==> src/rtl/weight_dma_multibank_pkg.sv <==
// Shared types and helpers for the multi-bank weight DMA.
package weight_dma_multibank_pkg;

    localparam int unsigned DEF_NUM_FC_BANKS = 4;
    localparam int unsigned SEL_W            = DEF_NUM_FC_BANKS + 1;

    typedef enum logic [2:0] {
        ST_IDLE  = 3'd0,
        ST_CONV  = 3'd1,
        ST_FC    = 3'd2,
        ST_DRAIN = 3'd3,
        ST_DONE  = 3'd4
    } wdma_state_t;

    // conv words land 1:1 in the conv bank, so at most 2^bank_aw of them fit
    function automatic logic conv_len_overflow(input logic [63:0] conv_len,
                                               input int unsigned bank_aw);
        return conv_len > (64'd1 << bank_aw);
    endfunction

    // ceil(fc_len / n) > 2^aw is the same as fc_len > n * 2^aw, so no divider is needed
    function automatic logic fc_len_overflow(input logic [63:0] fc_len,
                                             input int unsigned num_fc_banks,
                                             input int unsigned bank_aw);
        return fc_len > (64'(num_fc_banks) << bank_aw);
    endfunction

endpackage

==> src/rtl/wdma_tag_pipe.sv <==
// Read-tag delay line: carries {sel, addr} of each source read until its data returns.
module wdma_tag_pipe
    import weight_dma_multibank_pkg::*;
#(
    parameter int unsigned SW      = SEL_W,
    parameter int unsigned BANK_AW = 11,
    parameter int unsigned DEPTH   = 1
) (
    input  logic               i_clk,
    input  logic               i_rst,
    input  logic               i_flush,
    input  logic               i_valid,
    input  logic [SW-1:0]      i_sel,
    input  logic [BANK_AW-1:0] i_addr,
    output logic               o_valid,
    output logic [SW-1:0]      o_sel,
    output logic [BANK_AW-1:0] o_addr,
    output logic               o_empty_next
);

    logic [DEPTH-1:0]   vld;
    logic [SW-1:0]      sel_q  [DEPTH];
    logic [BANK_AW-1:0] addr_q [DEPTH];
    logic               inner_busy;

    // Shift valid bits every cycle; payload only moves with a valid entry so the head holds its last tag
    always_ff @(posedge i_clk or posedge i_rst) begin
        if (i_rst) begin
            vld <= '0;
            for (int i = 0; i < int'(DEPTH); i++) begin
                sel_q[i]  <= '0;
                addr_q[i] <= '0;
            end
        end else begin
            vld[0] <= i_valid & ~i_flush;
            if (i_valid & ~i_flush) begin
                sel_q[0]  <= i_sel;
                addr_q[0] <= i_addr;
            end
            for (int i = 1; i < int'(DEPTH); i++) begin
                vld[i] <= vld[i-1] & ~i_flush;
                if (vld[i-1] & ~i_flush) begin
                    sel_q[i]  <= sel_q[i-1];
                    addr_q[i] <= addr_q[i-1];
                end
            end
        end
    end

    // Any entry behind the output stage still in flight
    always_comb begin
        inner_busy = 1'b0;
        for (int i = 0; i < int'(DEPTH) - 1; i++) begin
            inner_busy = inner_busy | vld[i];
        end
    end

    assign o_valid      = vld[DEPTH-1];
    assign o_sel        = sel_q[DEPTH-1];
    assign o_addr       = addr_q[DEPTH-1];
    // Only the output stage (if anything) remains, so the pipe is empty after this cycle
    assign o_empty_next = ~i_valid & ~inner_busy;

endmodule

==> src/rtl/weight_dma_multibank.sv <==
// Weight DMA: streams conv + FC weights from the source SRAM into one conv bank and NUM_FC_BANKS FC banks.
module weight_dma_multibank
    import weight_dma_multibank_pkg::*;
#(
    parameter int unsigned DW           = 16,
    parameter int unsigned AW           = 16,
    parameter int unsigned NUM_FC_BANKS = DEF_NUM_FC_BANKS,
    parameter int unsigned BANK_AW      = 11,
    parameter int unsigned RD_LAT       = 1
) (
    input  logic                    i_clk,
    input  logic                    i_rst,
    input  logic                    i_start,
    input  logic                    i_abort,
    input  logic [AW-1:0]           i_src_base,
    input  logic [AW-1:0]           i_conv_len,
    input  logic [AW-1:0]           i_fc_len,
    output logic [AW-1:0]           o_src_addr,
    output logic                    o_src_rd,
    input  logic [DW-1:0]           i_src_data,
    output logic                    o_wr_en,
    output logic [NUM_FC_BANKS:0]   o_wr_sel,
    output logic [BANK_AW-1:0]      o_wr_addr,
    output logic [DW-1:0]           o_wr_data,
    output logic                    o_busy,
    output logic                    o_done,
    output logic                    o_err
);

    localparam int unsigned BSEL_W = NUM_FC_BANKS + 1;

    wdma_state_t         state;
    logic [BSEL_W-1:0]   req_sel;
    logic [BANK_AW-1:0]  req_addr;
    logic [AW-1:0]       conv_rem;
    logic [AW-1:0]       fc_rem;
    logic [AW-1:0]       fc_len_q;
    logic                len_ovf_c;
    logic                pipe_empty_next;
    logic [DW-1:0]       wr_data_hold;

    assign len_ovf_c = conv_len_overflow(64'(i_conv_len), BANK_AW)
                     | fc_len_overflow(64'(i_fc_len), NUM_FC_BANKS, BANK_AW);

    // Control FSM; also issues one source read per cycle together with its bank tag
    always_ff @(posedge i_clk or posedge i_rst) begin
        if (i_rst) begin
            state      <= ST_IDLE;
            o_src_rd   <= 1'b0;
            o_src_addr <= '0;
            o_busy     <= 1'b0;
            o_done     <= 1'b0;
            o_err      <= 1'b0;
            req_sel    <= '0;
            req_addr   <= '0;
            conv_rem   <= '0;
            fc_rem     <= '0;
            fc_len_q   <= '0;
        end else if (i_abort) begin
            state    <= ST_IDLE;
            o_src_rd <= 1'b0;
            o_busy   <= 1'b0;
            o_done   <= 1'b0;
            o_err    <= 1'b0;
        end else begin
            case (state)
                ST_IDLE, ST_DONE: begin
                    if (i_start) begin
                        o_done   <= 1'b0;
                        o_err    <= 1'b0;
                        fc_len_q <= i_fc_len;
                        if (len_ovf_c) begin
                            o_err <= 1'b1;
                            state <= ST_IDLE;
                        end else if (i_conv_len != '0) begin
                            state      <= ST_CONV;
                            o_busy     <= 1'b1;
                            o_src_rd   <= 1'b1;
                            o_src_addr <= i_src_base;
                            req_sel    <= BSEL_W'(1);
                            req_addr   <= '0;
                            conv_rem   <= i_conv_len - AW'(1);
                        end else if (i_fc_len != '0) begin
                            state      <= ST_FC;
                            o_busy     <= 1'b1;
                            o_src_rd   <= 1'b1;
                            o_src_addr <= i_src_base;
                            req_sel    <= BSEL_W'(2);
                            req_addr   <= '0;
                            fc_rem     <= i_fc_len - AW'(1);
                        end else begin
                            state  <= ST_DONE;
                            o_done <= 1'b1;
                        end
                    end
                end
                ST_CONV: begin
                    if (conv_rem != '0) begin
                        o_src_addr <= o_src_addr + AW'(1);
                        req_addr   <= req_addr + BANK_AW'(1);
                        conv_rem   <= conv_rem - AW'(1);
                    end else if (fc_len_q != '0) begin
                        state      <= ST_FC;
                        o_src_addr <= o_src_addr + AW'(1);
                        req_sel    <= BSEL_W'(2);
                        req_addr   <= '0;
                        fc_rem     <= fc_len_q - AW'(1);
                    end else begin
                        state    <= ST_DRAIN;
                        o_src_rd <= 1'b0;
                    end
                end
                ST_FC: begin
                    if (fc_rem != '0) begin
                        o_src_addr <= o_src_addr + AW'(1);
                        fc_rem     <= fc_rem - AW'(1);
                        // Rotate through the FC banks; the row address advances once per full sweep
                        if (req_sel[BSEL_W-1]) begin
                            req_sel  <= BSEL_W'(2);
                            req_addr <= req_addr + BANK_AW'(1);
                        end else begin
                            req_sel <= req_sel << 1;
                        end
                    end else begin
                        state    <= ST_DRAIN;
                        o_src_rd <= 1'b0;
                    end
                end
                ST_DRAIN: begin
                    if (pipe_empty_next) begin
                        state  <= ST_DONE;
                        o_busy <= 1'b0;
                        o_done <= 1'b1;
                    end
                end
                default: state <= ST_IDLE;
            endcase
        end
    end

    wdma_tag_pipe #(
        .SW      (BSEL_W),
        .BANK_AW (BANK_AW),
        .DEPTH   (RD_LAT)
    ) u_tag_pipe (
        .i_clk        (i_clk),
        .i_rst        (i_rst),
        .i_flush      (i_abort),
        .i_valid      (o_src_rd),
        .i_sel        (req_sel),
        .i_addr       (req_addr),
        .o_valid      (o_wr_en),
        .o_sel        (o_wr_sel),
        .o_addr       (o_wr_addr),
        .o_empty_next (pipe_empty_next)
    );

    // Remember the last written word so the data bus holds while no write is in progress
    always_ff @(posedge i_clk or posedge i_rst) begin
        if (i_rst) begin
            wr_data_hold <= '0;
        end else if (o_wr_en) begin
            wr_data_hold <= i_src_data;
        end
    end

    // Source data arrives in the same cycle as its tag, so it is forwarded straight to the bank
    assign o_wr_data = o_wr_en ? i_src_data : wr_data_hold;

endmodule

==> config.mk <==
export PLATFORM = sky130hd
export DESIGN_NAME = weight_dma_multibank
export DESIGN_NICKNAME = d
export VERILOG_FILES = /design/src/rtl/weight_dma_multibank_pkg.sv /design/src/rtl/wdma_tag_pipe.sv /design/src/rtl/weight_dma_multibank.sv
export SDC_FILE = /design/constraint.sdc
export NUM_CORES = 1
export LEC_CHECK = 0
export CAP_MARGIN = 15
export CORE_MARGIN = 2
export CORE_UTILIZATION = 49
export CTS_BUF_LIST = sky130_fd_sc_hd__clkbuf_4 sky130_fd_sc_hd__clkbuf_8 sky130_fd_sc_hd__clkbuf_16
export CTS_CLUSTER_DIAMETER = 150
export DETAILED_ROUTE_END_ITERATION = 12
export DONT_BUFFER_PORTS = 1
export SKIP_CTS_REPAIR_TIMING = 1
export SLEW_MARGIN = 20
export SYNTH_ARGS = -nofsm -noshare
export SYNTH_HDL_FRONTEND = slang
export SYNTH_SLANG_ARGS = --single-unit
==> constraint.sdc <==
create_clock -name i_clk -period 8.2 [get_ports i_clk]
set_input_delay 0.82 -clock i_clk [delete_from_list [all_inputs] [get_ports i_clk]]
set_output_delay 0.82 -clock i_clk [all_outputs]
set_load 0.1 [all_outputs]
==> results by group, run 1 <==
Job
  • # Max-Cap Violations: 0

Floorplanning
  • Die X: 127.2 µm
  • DIE HEIGHT: approximately 130 µm
  • Row Count: 45
  • Die area: about 0.016 mm²
  • Core Region: approximately 0.015 mm²
  • Initial Util: 49.48%
  • I/O pins: roughly 120

Layout
  • Antenna diode count: 0
  • Final Util: a little over half
  • Fraction of layout instances using a drive strength above 1: between 10% and 20%
  • Layout area overhead: 9.369%
  • Fin nets: a little under 900

Min path
  • Hold Path Class: primary input to async pin

STA
  • Unrepaired setup endpoints after global routing: no
  • Final hold vios: 0
  • TNS Setup: 0 ns
  • Final Cycle Share: around 42%
  • Hold WS: ~0.47 ns
  • Least-Margin Pin Slew: ~1.1 ns
  • Final setup skew: 0.01090 ns
  • Worst slew margin: between 20 and 30%
  • Pins over their slew limit: 0
  • PnR worst setup slack: between 4 and 5 ns
  • Final setup viols: 0
  • Max Clk Rate: between 200 and 300 MHz
  • Fin crit period: 3.480 ns

GRT
  • First-pass GRT wire length: about 32000 µm
  • Initial antenna violation count: 0
  • Vias in the first global route: 6133
  • Largest net degree at the start of global routing: slightly above 70
  • Grt total ovfl: 0
  • Total Routing Usage GR: 25.01%

Status
  • Outcome: finished, final reports clean

Clock tree
  • CTS max path bufs: 2
  • CTS Sinks: 120
  • H-Tree Depth: 4
  • Root buffer cell: clkbuf_16
  • CTS tree: done
  • Worst-Skew Late Latency: about 0.41 ns
  • CTS Buf Count: 17
  • Clock slew seen by the registers of the worst setup and hold paths: approximately 0.060 ns

Worst setup path
  • Crit Path Max Fanout: 38
  • Setup crit start kind: flip-flop
  • Critical path data required time: 8.52 ns
  • WS Path Type: flip-flop to flip-flop
  • CP Capture Type: flip-flop
  • Crit path DAT: 3.80 ns

Placed design
  • IO Port Bufs: 0
  • Final RePlAce weighted congestion: around 0.88
  • HPWL after detailed placement: roughly 14000 µm
  • Place WS: 4.758 ns

Power
  • Leak Pwr: 0.003356 µW
  • Cell Pwr Density: between 200 and 250 mW/mm²
  • Maximum vdd ir drop: 145.7 µV

Synth
  • Syn. warnings: 0
  • Commonest cells post-synth: 120 x dfrtp_1, 110 x nand2_1, 66 x nor2_1
  • Synth Flop Type: dfrtp_1
  • Post-synth top area cell: dfrtp_1
  • Most frequent cell after synthesis: dfrtp_1
  • Avg Cell Area, Syn: 8.908 µm²
  • Synth area leaders: dfrtp_1 40%, mux2_2 6.4%, nand2_1 5.6%
  • Post-synth EDFFs: 0
  • Cells after Synth: 835
  • Share of Yosys cell area claimed by the top area cell type: approximately two fifths
  • Unique cell type count in the Yosys netlist: a little under 80
  • Post-synthesis sequential area ratio: approximately 40%
  • Mapped cell area: between 0.007 and 0.008 mm²
  • Fraction of registers with async set/reset: 100.0%
  • Syn_nets: around 910
  • Yosys reg bits: 120

Drt
  • Initial drt markers: 656
  • DR vias: roughly 6600
  • Routed wire length: approximately 20000 µm
  • DRC viols: 0
  • Vias per inst: approximately 6.5
  • ANT nets after route: 0
  • Drt pass-1 iters: 5
  • DR WL/cell: ~20 µm
-- through the flow --
step                cell area, µm²  std cells  power, µW
CTS                           8128       1007       1993
floorplan                     7438        835       1145
detailed placement            7500        975       1193
finish                        8135       1007       1979
global placement              7486        975       1185
global route                  8135       1007       2054
-- layout by cell type, fill, tap and decap left out, types with 6 or more instances in the layout --
cell type  netlist  routed
clkbuf_16        0      17
a21o_1           7       7
nand3_1         21      21
o211ai_1        18      18
o21ai_1          8       8
o41ai_1          9       9
inv_1           13      12
o32a_1          11      11
nor2_1          66      63
buf_4            2       8
dfrtp_1        120     119
and3_1           7       7
nor2b_1         12      11
a22oi_1          9       9
mux2_2          42      42
nand2_1        110     110
xor2_1           6       6
nor4_1          17      17
a31oi_1         18      18
o21ai_0         41      41
nor3_1          25      25
a21oi_1         45      45
or3_1            7       7
o21a_1          16      16
nand2b_1        11      11
o31ai_1         24      24
mux2i_1         11      11
nand4_1         16      16
-- worst paths after layout --
path | startpoint | to | slack (ns) | cells past startpoint
setup / recovery | state[2] | conv_rem[14] | 4.72 | 10
hold / removal | i_rst | u_tag_pipe.o_sel[4] | 0.47 | 1
setup reg to reg | state[2] | conv_rem[14] | 4.72 | 10
hold reg to reg | req_addr[10] | req_addr[10] | 0.48 | 1
max in group asynchronous | i_rst | state[1] | 6.46 | 2
min in group i_clk | i_abort | o_busy | 0.48 | 1
-- kinds of logic after synthesis --
logic type / count (synthesis) / synth area share (%)
fa+ha+maj: 4 / 0.6729
buf+inv: 70 / 4.222
simple gates: 322 / 21.23
compound gates: 257 / 24.61
xor+xnor: 9 / 1.060
mux: 53 / 7.839
flops: 120 / 40.37
-- cell type report --
class                           instances  area [µm²]
Inverter                               14       55.05
Sequential cell                       120        3004
Tap cell                              188       235.2
Clock buffer                           18       432.9
Clock inverter                         14       195.2
Multi-Input combinational cell        645        4153
Timing Repair Buffer                    8       60.06
Fill cell                            1343        6898
-- power breakdown --
group | internal, µW | switching, µW | total, µW
Clock | 515 | 281 | 795
Sequential | 655 | 163 | 819
Combinational | 80.7 | 284 | 364
Total | 1250 | 728 | 1980
-- worst max-delay path, stage by stage, from the launching register on --
cell	delay (ns)
dfrtp_1	0.58
buf_4	0.32
nor3b_2	0.17
buf_4	0.39
mux2i_1	0.28
ha_1	0.41
inv_1	0.13
or4b_2	0.71
nor3_1	0.17
nor3_1	0.07
o21ai_0	0.16
-- per-layer routing --
layer  track usage, %  wire [µm]
met5                0          0
met4            6.529        159
met3            6.240       1607
met2            38.11       9076
met1            35.85       9123
-- registers in the layout, summed over array words and instances (netlist names) --
| register | count |
|---|---|
| conv_rem | 16 |
| fc_len_q | 16 |
| fc_rem | 16 |
| o_busy | 1 |
| o_done | 1 |
| o_err | 1 |
| o_src_addr | 16 |
| o_src_rd | 1 |
| req_addr | 11 |
| req_sel | 5 |
| state | 3 |
| u_tag_pipe.o_addr | 11 |
| u_tag_pipe.o_sel | 5 |
| u_tag_pipe.o_valid | 1 |
| wr_data_hold | 16 |
No activity file was read; power rests on OpenSTA's default activity.
==> inputs of run 2 (changes only) <==
==> constraint.sdc (replaced) <==
create_clock -name i_clk -period 3.5 [get_ports i_clk]
set_input_delay 0.35 -clock i_clk [delete_from_list [all_inputs] [get_ports i_clk]]
set_output_delay 0.35 -clock i_clk [all_outputs]
set_load 0.1 [all_outputs]
==> results by group, run 2 (synthesis results as in run 1) <==
Clock tree
  • CTS max path bufs: 2
  • CTS tree: done
  • Clock slew seen by the registers of the worst setup and hold paths: about 0.060 ns
  • Root buffer cell: clkbuf_16
  • CTS Sinks: between 100 and 150
  • H-Tree Depth: 4
  • CTS Buf Count: 17
  • Worst-Skew Late Latency: between 0.4 and 0.5 ns

Worst setup path
  • Largest stage delay, worst path: 0.55 ns
  • Reg2reg path depth: 6
  • Critical path's slowest cell: nor4_1
  • R2r setup slk: 0.41 ns
  • Setup crit start kind: flip-flop
  • Crit Path Max Fanout: 13
  • WP buf/inv: 0
  • CP Launch Point: conv_rem[5]
  • Critical path data required time: 3.80 ns
  • R2r startpoint: conv_rem[5]
  • Crit Reg-Reg Endpoint: fc_rem[0]
  • CP delay by family, top: simple AND/OR/NAND/NOR gates
  • Cells along the critical path: nor4_1, nand4_1, o41a_1, or2_1, nor2_4, mux2_2
  • Crit path DAT: ~3.4 ns
  • WS Path Type: flip-flop to flip-flop
  • CP Capture Type: flip-flop

STA
  • Pins over their slew limit: 0
  • Final hold vios: 0
  • Final Cycle Share: just under 90%
  • Final setup skew: between 0.006 and 0.007 ns
  • Worst slew margin: about a third
  • Final setup viols: 0
  • Max Clk Rate: between 300 and 400 MHz
  • Unrepaired setup endpoints after global routing: no
  • Fin crit period: ~3.1 ns
  • Least-Margin Pin Slew: between 0.9 and 1 ns
  • TNS Setup: 0 ns

Drt
  • WL met1: approximately 9000 µm
  • DRC viols: 0
  • DR WL/cell: between 15 and 20 µm
  • DR vias: about 6600
  • Routed wire length: between 15000 and 20000 µm
  • Drt pass-1 iters: 6
  • Top sig layer: met4
  • WL met2: between 9000 and 10000 µm
  • Vias per inst: approximately 6.4
  • Met3 wire len: 1514 µm
  • ANT nets after route: 0
  • Initial drt markers: ~500

Floorplanning
  • Row Count: between 40 and 50
  • Initial Util: about half
  • Core Region: roughly 0.015 mm²
  • DIE HEIGHT: 127.2 µm
  • Die area: approximately 0.016 mm²
  • Die X: 127.2 µm
  • I/O pins: 121

GRT
  • Total Routing Usage GR: 24.90%
  • Grt total ovfl: 0
  • Vias in the first global route: a little over 6000
  • Initial antenna violation count: 0
  • Largest net degree at the start of global routing: 110
  • First-pass GRT wire length: approximately 32000 µm

Layout
  • Finished Layout Cells: 1031
  • Layout area overhead: 11.57%
  • Commonest cells after routing, fill and taps aside: 119 x dfrtp_1, 110 x nand2_1, 65 x nor2_1, 45 x a21oi_1, 42 x mux2_2
  • Most common cell after layout, fill and taps aside: dfrtp_1
  • Final Util: between 50% and 60%
  • Antenna diode count: 0
  • Fraction of layout instances using a drive strength above 1: 15.78%
  • Fin nets: 902
  • Layout filler cell count: 1361

Power
  • Cell Pwr Density: 556.3 mW/mm²
  • Maximum vdd ir drop: approximately 360 µV
  • Leak Pwr: between 0.003 and 0.004 µW

Job
  • # Max-Cap Violations: 0

Min path
  • Worst Hold Path EP: fc_len_q[13]
  • Hold path depth: 2
  • Hold Path Class: primary input to flip-flop
  • Worst hold path startpoint: i_fc_len[13]

Placed design
  • Final RePlAce weighted congestion: between 0.8 and 0.9
  • HPWL after detailed placement: around 14000 µm
  • IO Port Bufs: 0
  • Dpl cells: around 1000

Status
  • Outcome: finished, final reports clean
## run 2: layout make-up
type,count,area (µm²),share of cell area [%]
Clock buffer,20,460.4,5.548
Clock inverter,12,148.9,1.794
Inverter,14,56.30,0.6784
Multi-Input combinational cell,645,4136,49.84
Sequential cell,120,3004,36.20
Tap cell,188,235.2,2.834
Timing Repair Buffer,32,257.7,3.106
## run 2: how the worst max path moves through the flow
stage,end,slack (ns),cells past startpoint
2_1_floorplan,conv_rem[14],0.07,13
3_3_place_gp,fc_rem[4],0.61,6
3_5_place_dp,fc_rem[2],0.49,6
4_1_cts,fc_rem[2],0.47,6
5_1_grt,fc_rem[11],0.27,6
6_report,fc_rem[0],0.41,6
## run 2: power breakdown
group / total (µW) / internal (µW) / switching, µW
combinational: 1080 / 223 / 860
sequential: 1730 / 1540 / 191
clock: 1800 / 1160 / 641
total: 4620 / 2920 / 1690
## run 2: routing by layer
metal | vias to the layer above | global-route usage, %
met5 | - | 0
met4 | 0 | 6.917
met3 | 25 | 6.826
met2 | 253 | 39.03
met1 | 3205 | 34.19
li1 | 3134 | -
## run 2: through the flow
step	setup WS, ns	total power [µW]	hold slack (ns)	area [µm²]
after floorplan	0.06812	2682	0.4452	7442
after global placement	0.6088	2820	0.1844	7665
after detailed placement	0.4892	2839	0.1902	7665
after CTS	0.4706	4657	-0.2526	8274
after global routing	0.2663	4785	0.03059	8299
final	0.4071	4617	0.04023	8299
==> inputs of run 3 (changes only) <==
--- a/config.mk
+++ b/config.mk
@@ -6,14 +6,14 @@
 export NUM_CORES = 1
 export LEC_CHECK = 0
 export CAP_MARGIN = 15
-export CORE_MARGIN = 2
+export CORE_MARGIN = 3
 export CORE_UTILIZATION = 49
 export CTS_BUF_LIST = sky130_fd_sc_hd__clkbuf_4 sky130_fd_sc_hd__clkbuf_8 sky130_fd_sc_hd__clkbuf_16
 export CTS_CLUSTER_DIAMETER = 150
 export DETAILED_ROUTE_END_ITERATION = 12
 export DONT_BUFFER_PORTS = 1
 export SKIP_CTS_REPAIR_TIMING = 1
-export SLEW_MARGIN = 20
+export SKIP_LAST_GASP = 1
 export SYNTH_ARGS = -nofsm -noshare
 export SYNTH_HDL_FRONTEND = slang
 export SYNTH_SLANG_ARGS = --single-unit
==> results by group, run 3 (synthesis results as in run 1) <==
STA
  • Final hold vios: 0
  • Worst slew margin: between 30% and 40%
  • TNS Setup: 0 ns
  • Final setup skew: approximately 0.0086 ns
  • Unrepaired setup endpoints after global routing: no
  • Max Clk Rate: 325.8 MHz
  • Fin crit period: ~3.1 ns
  • Pins over their slew limit: 0
  • PnR worst setup slack: 0.4307 ns
  • Least-Margin Pin Slew: 0.9782 ns
  • Final setup viols: 0
  • Final Cycle Share: between 80 and 90%

Worst setup path
  • Setup crit start kind: flip-flop
  • Crit Path Max Fanout: 18
  • Crit path DAT: about 3.4 ns
  • Critical path data required time: 3.78 ns
  • WP buf/inv: 2
  • WS Path Type: flip-flop to flip-flop
  • Largest stage delay, worst path: around 0.5 ns
  • Cells along the critical path: buf_4, clkinv_1, o32a_1, a22oi_1, nand4_1, o311ai_0, o2bb2ai_1
  • Critical path's slowest cell: o311ai_0
  • CP Capture Type: flip-flop
  • CP delay by family, top: compound AO/OA/AOI/OAI gates

GRT
  • Total Routing Usage GR: 24.31%
  • Grt total ovfl: 0
  • Largest net degree at the start of global routing: between 40 and 50
  • Initial antenna violation count: 0
  • Vias in the first global route: 6269
  • First-pass GRT wire length: roughly 33000 µm

Power
  • Leak Pwr: approximately 0.0035 µW
  • Maximum vdd ir drop: between 300 and 400 µV
  • Cell Pwr Density: roughly 560 mW/mm²

Layout
  • Layout area overhead: 12.20%
  • Fraction of layout instances using a drive strength above 1: ~16%
  • Antenna diode count: 0
  • Fin nets: slightly above 900
  • Most common cell after layout, fill and taps aside: dfrtp_1
  • Commonest cells after routing, fill and taps aside: 119 x dfrtp_1, 110 x nand2_1, 65 x nor2_1, 45 x a21oi_1, 42 x mux2_2

Clock tree
  • H-Tree Depth: 4
  • CTS Sinks: 120
  • CTS max path bufs: 2
  • Root buffer cell: clkbuf_16
  • Worst-Skew Late Latency: roughly 0.42 ns
  • CTS tree: done
  • Clock slew seen by the registers of the worst setup and hold paths: about 0.050 ns
  • CTS Buf Count: 17

Drt
  • Vias per inst: 6.494
  • Drt pass-1 iters: 5
  • DR WL/cell: slightly below 20 µm
  • DRC viols: 0
  • Initial drt markers: slightly below 600
  • Routed wire length: 20190 µm
  • DR vias: 6708
  • ANT nets after route: 0

Floorplanning
  • Initial Util: about 51%
  • Die X: between 100 and 150 µm
  • Row Count: 44
  • Die area: approximately 0.017 mm²
  • Core Region: about 0.015 mm²
  • I/O pins: 121
  • DIE HEIGHT: ~130 µm

Job
  • # Max-Cap Violations: 0

Placed design
  • Final RePlAce weighted congestion: ~0.86
  • Place WS: roughly 0.48 ns
  • IO Port Bufs: 0
  • HPWL after detailed placement: roughly 14000 µm

Status
  • Outcome: finished, final reports clean

Min path
  • Hold Path Class: primary input to flip-flop
run 3: through the flow:
| step | hold WS, ns | util [%] | area, µm² | cells | total power, µW |
|---|---|---|---|---|---|
| global route | 0.02637 | 56.78 | 8346 | 1033 | 4821 |
| finish | 0.04010 | 56.78 | 8346 | 1033 | 4642 |
| floorplan | 0.4452 | - | 7442 | 835 | 2682 |
| CTS | -0.1984 | 56.59 | 8318 | 1030 | 4675 |
| detailed placement | 0.2475 | 52.38 | 7700 | 1000 | 2837 |
| global placement | 0.2390 | 52.38 | 7700 | 1000 | 2821 |
run 3: power by group:
part	leakage (µW)	total [µW]	internal, µW	switching [µW]
clock	0.000305	1830	1210	614
sequential	0.00157	1740	1540	196
combinational	0.00164	1080	222	856
total	0.00351	4640	2980	1670
run 3: worst paths after layout:
check	from	endpoint	slack [ns]	depth (start not counted)
max	state[2]	fc_rem[11]	0.43	7
min	i_fc_len[3]	fc_len_q[3]	0.04	2
max reg2reg	state[2]	fc_rem[11]	0.43	7
min reg2reg	conv_rem[15]	conv_rem[15]	0.48	1
max in group asynchronous	i_rst	req_addr[5]	2.18	3
min in group asynchronous	i_rst	o_src_addr[9]	0.42	2
run 3: cell type report:
class | count | area, µm²
clock buffers | 23 | 501.7
flip-flops and latches | 120 | 3004
fillers | 1308 | 6354
repair buffers | 40 | 305.3
well taps | 184 | 230.2
multi-input cells | 645 | 4131
clock inverters | 7 | 116.4
inverters | 14 | 56.30
run 3: worst reg2reg max path, cell delays in order, from the launching register on:
cell       delay, ns
dfrtp_1         0.42
buf_4           0.26
clkinv_1        0.48
o32a_1          0.35
a22oi_1         0.42
nand4_1         0.39
o311ai_0        0.51
o2bb2ai_1       0.12
run 3: metal layers:
metal  part of all wire [%]  vias up  track usage, %
li1                       -     3146               -
met5                      0        -               0
met2                     45      274           36.71
met4                    1.7        0           7.844
met1                     46     3261           34.51
met3                    7.6       27           5.936
